### src/rtl/ram_wr_arbiter.sv
// ram_wr_arbiter: two-port write arbiter with a zero-fill sweep for an
// async-read register-file RAM. It registers the winning write onto the
// active-low cs_n/wr_n interface.
// Optional build macro RAM_WR_ARB_FIXED_PRIO_EN: port 0 always wins a tie,
// and the round-robin pointer is not built. Port 1 may then starve.
module ram_wr_arbiter #(
   parameter int data_width = 16,
   parameter int data_depth = 16,
   parameter int addr_width = 4
) (
   input  logic                  clk,
   input  logic                  rst_n,
   input  logic                  clear,
   input  logic                  req0,
   input  logic [addr_width-1:0] addr0,
   input  logic [data_width-1:0] data0,
   output logic                  gnt0,
   input  logic                  req1,
   input  logic [addr_width-1:0] addr1,
   input  logic [data_width-1:0] data1,
   output logic                  gnt1,
   output logic                  ram_cs_n,
   output logic                  ram_wr_n,
   output logic [addr_width-1:0] ram_wr_addr,
   output logic [data_width-1:0] ram_data_in,
   output logic                  busy
);

   typedef enum logic {S_CLEAR, S_RUN} state_t;

   localparam logic [addr_width-1:0] LAST_ADDR = addr_width'(data_depth - 1);

   state_t                state_q, state_d;
   logic [addr_width-1:0] cnt_q, cnt_d;
   logic                  cs_n_d, wr_n_d, busy_d;
   logic [addr_width-1:0] addr_d, sel_addr;
   logic [data_width-1:0] data_d, sel_data;
   logic                  pick1;
`ifndef RAM_WR_ARB_FIXED_PRIO_EN
   logic                  last_q, last_d;   // port granted most recently
`endif

   // Tie-break: with both requesting, round-robin favours the port that
   // did not win last; fixed priority always favours port 0.
   always_comb begin
`ifdef RAM_WR_ARB_FIXED_PRIO_EN
      pick1 = req1 && !req0;
`else
      pick1 = req1 && (!req0 || !last_q);
`endif
      sel_addr = pick1 ? addr1 : addr0;
      sel_data = pick1 ? data1 : data0;
   end

   // Next state, grants and next registered RAM-interface values.
   always_comb begin
      state_d = state_q;
      cnt_d   = cnt_q;
      busy_d  = busy;
      cs_n_d  = 1'b1;
      wr_n_d  = 1'b1;
      addr_d  = ram_wr_addr;
      data_d  = ram_data_in;
      gnt0    = 1'b0;
      gnt1    = 1'b0;
`ifndef RAM_WR_ARB_FIXED_PRIO_EN
      last_d  = last_q;
`endif
      case (state_q)
         S_CLEAR: begin
            if (clear) begin
               // The sweep restarts from address 0 on the next cycle.
               cnt_d  = '0;
               busy_d = 1'b1;
            end else begin
               cs_n_d = 1'b0;
               wr_n_d = 1'b0;
               addr_d = cnt_q;
               data_d = '0;
               if (cnt_q == LAST_ADDR) begin
                  state_d = S_RUN;
                  busy_d  = 1'b0;
                  cnt_d   = '0;
               end else begin
                  cnt_d = cnt_q + 1'b1;
               end
            end
         end
         S_RUN: begin
            if (clear) begin
               state_d = S_CLEAR;
               cnt_d   = '0;
               busy_d  = 1'b1;
            end else if (req0 || req1) begin
               gnt1   = pick1;
               gnt0   = !pick1;
               addr_d = sel_addr;
               data_d = sel_data;
               // An out-of-range address is consumed but never reaches the RAM.
               cs_n_d = !(int'(sel_addr) < data_depth);
               wr_n_d = !(int'(sel_addr) < data_depth);
`ifndef RAM_WR_ARB_FIXED_PRIO_EN
               last_d = pick1;
`endif
            end
         end
         default: state_d = S_CLEAR;
      endcase
   end

   // State, sweep counter and registered RAM write interface.
   always_ff @(posedge clk or negedge rst_n) begin
      if (!rst_n) begin
         state_q     <= S_CLEAR;
         cnt_q       <= '0;
         ram_cs_n    <= 1'b1;
         ram_wr_n    <= 1'b1;
         ram_wr_addr <= '0;
         ram_data_in <= '0;
         busy        <= 1'b1;
      end else begin
         state_q     <= state_d;
         cnt_q       <= cnt_d;
         ram_cs_n    <= cs_n_d;
         ram_wr_n    <= wr_n_d;
         ram_wr_addr <= addr_d;
         ram_data_in <= data_d;
         busy        <= busy_d;
      end
   end

`ifndef RAM_WR_ARB_FIXED_PRIO_EN
   // The round-robin pointer starts at 1, so port 0 wins the first tie.
   always_ff @(posedge clk or negedge rst_n) begin
      if (!rst_n) last_q <= 1'b1;
      else        last_q <= last_d;
   end
`endif

endmodule
### config.mk
export PLATFORM = sky130hd
export DESIGN_NAME = ram_wr_arbiter
export DESIGN_NICKNAME = d
export VERILOG_FILES = /design/src/rtl/ram_wr_arbiter.sv
export SDC_FILE = /design/constraint.sdc
export NUM_CORES = 1
export LEC_CHECK = 0
export CAP_MARGIN = 40
export CORE_ASPECT_RATIO = 1.25
export CORE_MARGIN = 2
export CORE_UTILIZATION = 43
export DETAILED_ROUTE_END_ITERATION = 7
export PLACE_DENSITY = 0.81
export SETUP_SLACK_MARGIN = 0.5
export SLEW_MARGIN = 25
export SYNTH_ARGS = -nofsm -noshare
export SYNTH_HDL_FRONTEND = slang
export SYNTH_SLANG_ARGS = --single-unit
### constraint.sdc
create_clock -name clk -period 2.2 [get_ports clk]
set_input_delay 0.22 -clock clk [delete_from_list [all_inputs] [get_ports clk]]
set_output_delay 0.22 -clock clk [all_outputs]
set_load 0.01 [all_outputs]
After elaboration in Yosys (flattened, before gate mapping):

Cells that the tools add are included.

* register bits: 28
* input port bits: 45
* logic and storage cells: 57

* add/sub/neg operators: 1
* equal/unequal tests: 6
* muxes and demuxes: 32
* bitwise operators: 2
* reduce and logical (&&, ||, !) cells: 9

Operators by type and width (number)
* $mux 16: 4
* $pmux 16 s2: 1
* $mux 4: 7
* $pmux 4 s2: 2
* $mux 1: 15
* $ne 2x2->1 const B: 3
* $pmux 1 s2: 3
* $reduce_and 3->1: 2
* $add 4x1->4 const B: 1
* $eq 4x4->1 const B: 1
* $logic_not 1->1: 3
* $ne 3x3->1 const B: 1
* $logic_or 1x1->1: 2
* $ne 2x1->1 const B: 1
* $not 1->1: 2
* $reduce_and 2->1: 1
* $logic_and 1x1->1: 1

Logic depth before layout (Yosys ltp):

Gate-level depths: netlist (run 1).

* depth after elaboration: 7
* gate-level depth with buffers: 6

Worst setup path before layout (run 1):

Ideal clock, no wire load.

* path type: register to output
* from: register state_q
* to: output gnt0
* arrival time: 1.080 ns
* data required time: 1.980 ns
* path slack: 0.900 ns
* cell stages (with the launch flop): 6
* path buffers: 2
* cell sequence: dfrtp_1 > buf_4 > and2b_1 > o21ai_1 > buf_4 > nor2_1

* longest elaborated chain between the ends: 1

Ends and longest elaborated chain
* start: declaration: line 33 `state_t state_q, state_d;`
* start signal: assignment: line 122 `state_q <= state_d;`
* $mux 1: line 69 `case (state_q)`
* end: declaration: line 17 `output logic gnt0,`

Every way passes these cells.

Worst setup path after layout (run 1):

* from: input clear
* to: output gnt1

* longest elaborated chain between the ends: 2

Ends and longest elaborated chain
* start: declaration: line 13 `input logic clear,`
* $mux 1: line 90 `if (clear) begin`
* $mux 1: line 69
* end: declaration: line 21 `output logic gnt1,`

Every way passes these cells.

==> results of run 1 <==
==> layer usage <==
layer | vias up | GRT usage
met3 | 4 | 0.0336
met1 | 549 | 0.226
met5 | - | 0
met4 | 0 | 0.0640
met2 | 40 | 0.371
li1 | 555 | -
==> logic make-up after synthesis <==
| kind of cell | count (synthesis) | synth area share |
|---|---|---|
| flip-flops | 28 | 0.489 |
| AO/OA/AOI/OAI | 32 | 0.221 |
| XOR/XNOR | 1 | 0.00608 |
| multiplexers | 22 | 0.154 |
| AND/OR/NAND/NOR | 18 | 0.0747 |
| buffers and inverters | 9 | 0.0469 |
| adder cells (fa/ha/maj) | 1 | 0.00869 |
==> worst register-to-register path, delay by kind of cell, from the launching register on <==
kind	cells	cell delay (ps)
DFF	1	580
buffers and inverters	1	200
AOI/OAI and AO/OA	2	280
muxes	1	320
==> sequential cells by signal, summed over array words and instances (netlist names) <==
signal,count
ram_wr_addr,4
cnt_q,4
ram_wr_n,1
ram_data_in,16
busy,1
last_q,1
state_q,1
==> stage by stage <==
| stage | hold WS (ps) | cells | power [mW] |
|---|---|---|---|
| 2_1_floorplan | -75.6 | 111 | 0.641 |
| 6_report | 320 | 219 | 1.07 |
| 4_1_cts | 337 | 219 | 1.08 |
| 3_5_place_dp | 476 | 214 | 0.767 |
| 3_3_place_gp | 473 | 214 | 0.758 |
| 5_1_grt | 355 | 219 | 1.12 |
==> where the power goes <==
part / internal (mW) / leakage [nW] / switching [mW]
logic: 0.128 / 0.546 / 0.0821
clock network: 0.160 / 0.0288 / 0.158
registers: 0.531 / 0.373 / 0.0129
==> cell usage in the layout, fill, tap and decap left out, types with 3 or more instances in the layout <==
master / synthesis / final
buf_4: 4 / 6
dlygate4sd2_1: 0 / 4
o2bb2ai_1: 7 / 7
clkdlybuf4s50_1: 0 / 65
dfstp_2: 3 / 3
a21oi_1: 3 / 3
dfrtp_1: 25 / 24
clkbuf_8: 0 / 4
o2bb2ai_2: 9 / 9
o21ai_0: 5 / 5
mux2i_1: 21 / 21
nor2_1: 5 / 5
==> what timing repair did <==
item	4_1_cts	5_1_grt
gates resized for setup	6	0
endpoints found under the hold margin	0	0
setup endpoints to repair	2	0
setup buffers	1	0
==> layout make-up <==
type	instances	area share
clock buffers	4	0.0248
repair buffers	75	0.330
multi-input cells	74	0.304
flip-flops and latches	28	0.318
well taps	37	0.0209
inverters	1	0.00282
==> worst max-delay path by stage <==
stage	from	cells past startpoint	end	slack [ps]
3_5_place_dp	req1	5	ram_wr_addr[3]	240
2_1_floorplan	state_q	5	gnt0	900
4_1_cts	clear	4	gnt1	590
6_report	clear	4	gnt1	590
5_1_grt	clear	4	gnt1	560
3_3_place_gp	req1	4	gnt1	310
==> flow_metrics.env, run 1 <==
export IMPL_status="complete, no violations"
export IMPL_synth_area_um2=1440
export IMPL_drt_iter0_markers=30
export IMPL_synth_common_cells="25 x dfrtp_1, 21 x mux2i_1, 9 x o2bb2ai_2"
export IMPL_rows=23
export IMPL_reg2reg_depth=4
export IMPL_antenna_found_initial=0
export IMPL_place_ws_ps=236
export IMPL_finalCriticalPeriod_ps=1610
export IMPL_multiInputGateArea_um2=673
export IMPL_numCtsBuffers=3
export IMPL_r2r_start="last_q"
export IMPL_drive_gt1_frac=0.181
export IMPL_ys_types=31
export IMPL_synth_ff_latch_count=28
export IMPL_worst_slew_pin_slew_ps=361
export IMPL_fmax_ghz=0.623
export IMPL_syn_num_nets=157
export IMPL_die_area_um2=3830
export IMPL_clock_latency_ps=270
export IMPL_maxSlewHeadroom=0.759
export IMPL_cpLargestDelayFamily="buffers and inverters"
export IMPL_critPathSlowestCell="clkdlybuf4s50_1"
export IMPL_synth_edf_count=0
export IMPL_place_area_um2=2160
export IMPL_wl_met3_um=204
export IMPL_max_cap_violations=0
export IMPL_crit_path_cell_trace="clkdlybuf4s50_1, and2b_2, and2_1, dlygate4sd2_1"
export IMPL_synth_top_area_cell="dfrtp_1"
export IMPL_antenna_left=0
export IMPL_core_um2=3190
export IMPL_critPathRequiredTime_ps=1980
export IMPL_num_io_pins=70
export IMPL_cts_root_buf="clkbuf_8"
export IMPL_postCtsHoldBufs=0
export IMPL_synth_area_leaders="dfrtp_1 43%, mux2i_1 15%, o2bb2ai_2 9.4%"
export IMPL_dieWidth_um=55.8
export IMPL_fin_ws_ps=594
export IMPL_power_leakage_nw=0.948
export IMPL_cts_sinks=28
export IMPL_syn_area_per_cell_um2=13.0
export IMPL_worstSetupPathType="primary input to primary output"
export IMPL_end_kind="primary output"
export IMPL_yosysSeqAreaShare=0.489
export IMPL_diodes=0
export IMPL_wl_um=3560
export IMPL_syn2layout_area_growth_pct=54.0
export IMPL_grt_usage=0.195
export IMPL_gp_congestion=0.701
export IMPL_rrSetupSlack_ps=710
export IMPL_final_hold_violation_count=0
export IMPL_synthFlopType="dfrtp_1"
export IMPL_route_met2_wl_um=1910
export IMPL_cts_max_level=1
export IMPL_fill_cells=234
export IMPL_synth_warnings=0
export IMPL_cts_tree="done"
export IMPL_cp_start_kind="primary input"
export IMPL_finalMaxSlewViolations=0
export IMPL_grt_pass1_vias=1208
export IMPL_post_route_period_util=0.730
export IMPL_fin_nets=229
export IMPL_regArea_um2=706
export IMPL_finish_utilization=0.694
export IMPL_rsz0062_at_grt="no"
export IMPL_async_reset_ff_frac=1.00
export IMPL_dp_final_hpwl_um=2760
export IMPL_worstPathArrival_ps=1390
export IMPL_chipHeight_um=68.7
export IMPL_synth_most_common_cell="dfrtp_1"
export IMPL_clock_skew_final_ps=1.19
export IMPL_port_buffers=69
export IMPL_grt_start_max_net_pins=29
export IMPL_gr_total_overflow=0
export IMPL_met1_length_um=1410
export IMPL_cts_buffer_depth=2
export IMPL_top_layer="met4"
export IMPL_avgRoutedWirePerCell_um=16.2
export IMPL_drc_errors=0
export IMPL_cpPeakStageDelay_ps=480
export IMPL_vias=1148
export IMPL_synth_top_area_share=0.434
export IMPL_min_path_type="primary input to asynchronous set/reset pin"
export IMPL_path_clk_slew_ps=90
export IMPL_post_drt_via_cell_ratio=5.24
export IMPL_setup_viol=0
export IMPL_synth_cells=111
export IMPL_rr_endpoint="ram_wr_addr[3]"
export IMPL_crit_buf_inv=2
export IMPL_power_density_nw_per_um2=483
export IMPL_grt_pass1_wl_um=5800
export IMPL_vdd_ir_drop_max_mv=0.396
export IMPL_start_util=0.451
export IMPL_final_cell_area_um2=2220
export IMPL_dr_pass1_iters=4
export IMPL_tns_ps=0
export IMPL_cp_max_fo=4
Power figures use the tool's default switching activity.
==> run 2: changes to the inputs <==
--- a/config.mk
+++ b/config.mk
@@ -8,9 +8,9 @@
 export CAP_MARGIN = 40
 export CORE_ASPECT_RATIO = 1.25
 export CORE_MARGIN = 2
-export CORE_UTILIZATION = 43
+export CORE_UTILIZATION = 36
 export DETAILED_ROUTE_END_ITERATION = 7
-export PLACE_DENSITY = 0.81
+export PLACE_DENSITY = 0.72
 export SETUP_SLACK_MARGIN = 0.5
 export SLEW_MARGIN = 25
 export SYNTH_ARGS = -nofsm -noshare
==> constraint.sdc (replaced) <==
create_clock -name clk -period 1.4 [get_ports clk]
set_input_delay 0.14 -clock clk [delete_from_list [all_inputs] [get_ports clk]]
set_output_delay 0.14 -clock clk [all_outputs]
set_load 0.01 [all_outputs]
==> flow_metrics.env, run 2 (synthesized netlist as in run 1, its figures left out) <==
export IMPL_crit_path_cell_trace="buf_6, nor3b_4, nor2_2, inv_4, buf_12, buf_12, o2bb2ai_2"
export IMPL_reg_largest_list="ram_data_in: 16 flops, cnt_q: 4 flops, ram_wr_addr: 4 flops"
export IMPL_cts_root_buf="clkbuf_8"
export IMPL_switchingPower_mw=0.436
export IMPL_core_um2=3820
export IMPL_post_drt_via_cell_ratio=4.79
export IMPL_worst_slew_pin_slew_ps=365
export IMPL_port_buffers=69
export IMPL_min_path_type="primary input to asynchronous set/reset pin"
export IMPL_chipHeight_um=74.7
export IMPL_grt_pass1_vias=1358
export IMPL_met1_length_um=1670
export IMPL_largest_register_ffs=16
export IMPL_rr_endpoint="ram_data_in[8]"
export IMPL_switching_share=0.228
export IMPL_final_common_cell="clkdlybuf4s50_1"
export IMPL_status="complete, no violations"
export IMPL_drt_iter0_markers=32
export IMPL_total_power_mw=1.92
export IMPL_start_util=0.377
export IMPL_dp_final_hpwl_um=2940
export IMPL_clock_skew_final_ps=4.99
export IMPL_cts_max_level=1
export IMPL_fin_nets=263
export IMPL_rrSetupSlack_ps=8
export IMPL_avgRoutedWirePerCell_um=16.0
export IMPL_dr_pass1_iters=2
export IMPL_crit_top_cell="buf_12"
export IMPL_combPwrFrac=0.220
export IMPL_numCtsBuffers=3
export IMPL_r2r_start="state_q"
export IMPL_rsz0062_at_grt="yes"
export IMPL_worstSetupPathType="flip-flop to flip-flop"
export IMPL_dieWidth_um=60.6
export IMPL_antenna_found_initial=0
export IMPL_cpPeakStageDelay_ps=400
export IMPL_gr_total_overflow=0
export IMPL_top_layer="met4"
export IMPL_gp_congestion=0.830
export IMPL_clock_latency_ps=270
export IMPL_drive_gt1_frac=0.523
export IMPL_path_clk_slew_ps=100
export IMPL_end_kind="flip-flop"
export IMPL_finalCriticalPeriod_ps=1390
export IMPL_post_route_period_util=0.994
export IMPL_cts_sinks=28
export IMPL_cts_buffer_depth=2
export IMPL_route_met2_wl_um=2350
export IMPL_worstPathArrival_ps=1550
export IMPL_grt_pass1_wl_um=6440
export IMPL_cp_start_kind="flip-flop"
export IMPL_antenna_left=0
export IMPL_power_frac_seq=0.449
export IMPL_wl_um=4310
export IMPL_syn2layout_area_growth_pct=87.7
export IMPL_clkPwrFrac=0.331
export IMPL_intPower_mw=1.48
export IMPL_critPathSlowestCell="dfrtp_1"
export IMPL_maxSlewHeadroom=0.757
export IMPL_cts_tree="done"
export IMPL_critPathRequiredTime_ps=1560
export IMPL_finalMaxSlewViolations=0
export IMPL_grt_start_max_net_pins=29
export IMPL_drc_errors=0
export IMPL_vdd_ir_drop_max_mv=0.518
export IMPL_max_cap_violations=0
export IMPL_endpoint="ram_data_in[8]"
export IMPL_fmax_ghz=0.718
export IMPL_setup_viol=0
export IMPL_cp_max_fo=7
export IMPL_wl_met3_um=269
export IMPL_crit_start="state_q"
export IMPL_regMostFlops="ram_data_in"
export IMPL_whs_ps=241
export IMPL_diodes=0
export IMPL_rows=25
export IMPL_final_hold_violation_count=0
export IMPL_mostFrequentLayoutCells="43 x clkdlybuf4s50_1, 26 x buf_4, 23 x dfrtp_1, 20 x buf_6, 17 x mux2i_1"
export IMPL_power_leakage_nw=1.23
export IMPL_vias=1293
export IMPL_die_area_um2=4530
export IMPL_postCtsHoldBufs=0
export IMPL_power_density_nw_per_um2=709
export IMPL_reg2reg_depth=7
export IMPL_grt_usage=0.188
export IMPL_num_io_pins=70
-- run 2: through the flow --
step                TNS [ps]  cells  worst slack [ps]  cell area [um^2]  utilization
floorplan                  0    111               173              1490            -
global placement       -4380    239              -287              2280        0.597
detailed placement     -5230    239              -315              2280        0.597
CTS                        0    263              28.0              2540        0.665
global route            -376    270             -37.7              2700        0.708
finish                     0    270              7.78              2700        0.708
-- run 2: area by class of cell --
| class | count | area [um^2] |
|---|---|---|
| clock buffer | 3 | 41.3 |
| clock inverter | 1 | 30.0 |
| fill | 278 | 1110 |
| inverter | 1 | 6.26 |
| multi-input combinational | 74 | 803 |
| sequential | 28 | 707 |
| tap | 54 | 67.6 |
| timing repair buffer | 109 | 1050 |
-- run 2: repair_timing --
item                                   4_1_cts  5_1_grt
setup endpoints to repair                   53       53
setup buffers                               19        7
gates cloned                                 1        0
gates resized for setup                    130       19
endpoints found under the hold margin        0        0
pin swaps                                   12        6
-- run 2: how the worst min path moves through the flow --
| stage | from | endpoint | slack, ps | depth (start not counted) |
|---|---|---|---|---|
| finish | rst_n | ram_data_in[1] | 240 | 2 |
| global route | rst_n | ram_data_in[1] | 260 | 2 |
| CTS | rst_n | ram_data_in[1] | 250 | 2 |
| detailed placement | ram_data_in[10] | ram_data_in[10] | 480 | 1 |
| global placement | ram_data_in[6] | ram_data_in[6] | 470 | 1 |
| floorplan | rst_n | cnt_q[0] | -160 | 0 |
-- run 2: worst max-delay path: cells and delay by family (launching register included) --
kind                   cells  cell delay (ps)
AOI/OAI and AO/OA          1              120
buffers and inverters      4              450
DFF                        1              400
and+or+nand+nor            2              310
-- run 2: per-layer routing --
layer / track usage / up-vias
met2: 0.348 / 45
met3: 0.0361 / 3
met1: 0.222 / 620
met5: 0 / -
met4: 0.0411 / 0
li1: - / 625
-- run 2: power groups by stage --
stage | registers [mW] | logic, mW | clock network, mW
after floorplan | 0.874 | 0.144 | 0
after global placement | 0.869 | 0.353 | 0
after detailed placement | 0.870 | 0.362 | 0
after CTS | 0.858 | 0.393 | 0.649
after global routing | 0.864 | 0.449 | 0.686
final | 0.860 | 0.422 | 0.634
==> patch: new RTL, settings of run 1 <==
The parameter `data_width` goes from 16 to 14.
--- a/src/rtl/ram_wr_arbiter.sv
+++ b/src/rtl/ram_wr_arbiter.sv
@@ -5,5 +5,5 @@
 // and the round-robin pointer is not built. Port 1 may then starve.
 module ram_wr_arbiter #(
-   parameter int data_width = 16,
+   parameter int data_width = 14,
    parameter int data_depth = 16,
    parameter int addr_width = 4
Ports: changed (resized data0, data1 and ram_data_in); port bits go from 70 to 64. The function was not compared with the original's and may differ.
==> patch against run 1 <==
Register-to-register slack got worse by 80 ps; cell area shrank 8.0%; area after synthesis decreased by 7.2%; global-route usage down 0.79 points; sequential cell count shrank 2; clock power decreased by 25%; worst setup slack worse by 24 ps; die area down 6.8%; hold slack lost 74 ps; sequential power is 7.0% lower; wire length decreased by 11%; power down 13%; critical path type is now reg -> out; largest cell class unchanged.
==> patch: results (changes against run 1) <==
status:
  status: "finished clean"
sta:
  fin_skew_ps: 3.780  # +2.585 ps
  final.hold.worst_slack_ps: 246.2  # -74.17 ps
  setup_slack_ps: 570.5  # -23.83 ps
detailed_routing:
  drt_first_pass_iters: 3  # -1
  vias_per_cell: 5.232  # -0.19%
  routedWlPerCell_um: 15.27  # -6.0%
  first_iter_violations: 18  # -40%
power:
  ir_worst_vdd_mv: 0.5131  # +30%
  netSwitchingPower_uw: 222.0  # -12%
  p_leak_nw: 0.8625  # -9.0%
critical_path:
  r2r-start: "state_q"
  slowest_stage: "dfstp_2"
  crit_fanout: 2  # -2
  reg2reg_slack_ps: 630  # -80 ps
  reg2regPathDepth: 5  # +1
  crit_path_start: "busy"
  cp_top_family: "flip-flops"
  worstPathArrival_ps: 1410  # +20 ps
place:
  dp_hpwl_um: 2418  # -12%
  dpl_worst_slack_ps: 223.3  # -12.95 ps
  port_buffers: 63  # -8.7%
  dp.cells: 201  # -6.1%
synthesis:
  syn_nets: 146  # -7.0%
  ys_top_cells_by_count: "dfrtp_1, mux2i_1, o2bb2ai_2, nor2_1, o2bb2ai_1"
  ys_top_cells_by_area: "dfrtp_1, mux2i_1, o2bb2ai_2"
  netlist_instances: 104  # -6.3%
  synth_cell_types: 30  # -3.2%
grt:
  grt_pass1_wl_um: 4926  # -15%
  grtUsageTotal_pct: 18.74  # -0.79 points
clock_tree:
  root_buffer: "clkbuf_4"
  clock_latency_ps: 320  # +50 ps
final_layout:
  nets: 214  # -6.6%
  drive_gt1_share_pct: 19.30  # +1.2 points
[patch: cell types whose count changed after synthesis, sizes merged]
cell / delta
o2bb2ai: -2
buf: -1
mux2i: -2
dfrtp: -2
[patch: worst register-to-register path, cell delays in order, from the launching register on]
cell and delay [ps]:
dfrtp_2 400, buf_4 160, nor3b_2 330, nor2_1 110, inv_2 290, o221ai_1 160
[patch: power groups by stage]
stage	logic (mW)	clock network, mW	registers, mW
2_1_floorplan	0.0805	0	0.514
3_3_place_gp	0.184	0	0.512
3_5_place_dp	0.191	0	0.513
4_1_cts	0.191	0.237	0.505
5_1_grt	0.206	0.263	0.508
6_report	0.188	0.238	0.505
[patch: worst paths after layout]
kind / endpoint
max reg2reg: ram_wr_addr[2]
max: busy
min: ram_data_in[7]
min reg2reg: ram_data_in[4]
min in group clk: last_q
max in group asynchronous: last_q
[patch: kinds of logic after synthesis]
logic type / synth area share, %
multiplexers: 15.07
XOR/XNOR: 0.6556
AO/OA/AOI/OAI: 20.97
buffers and inverters: 5.430
AND/OR/NAND/NOR: 7.959
adder cells (fa/ha/maj): 0.9362
flip-flops: 48.97
[patch: repair_timing]
action	4_1_cts	5_1_grt
setup endpoints to repair	2	2
cloned	0	0
gates resized for setup	6	3
setup buffers	1	1
[patch: cell type report]
class / instances / area, um2
Fill cell: 230 / 905.9
Sequential cell: 26 / 655.6
Clock buffer: 4 / 36.28
Inverter: 1 / 3.754
Timing Repair Buffer: 70 / 680.7
Tap cell: 36 / 45.04
Multi-Input combinational cell: 70 / 618.1
[patch: metal layers]
layer / GRT usage [%] / share of wire, % / vias to the layer above
li1: - / - / 518
met1: 21.43 / 39 / 519
met2: 34.15 / 52 / 41
met3: 2.941 / 8.5 / 5
met4: 6.090 / 1.1 / 0
met5: 0 / 0 / -
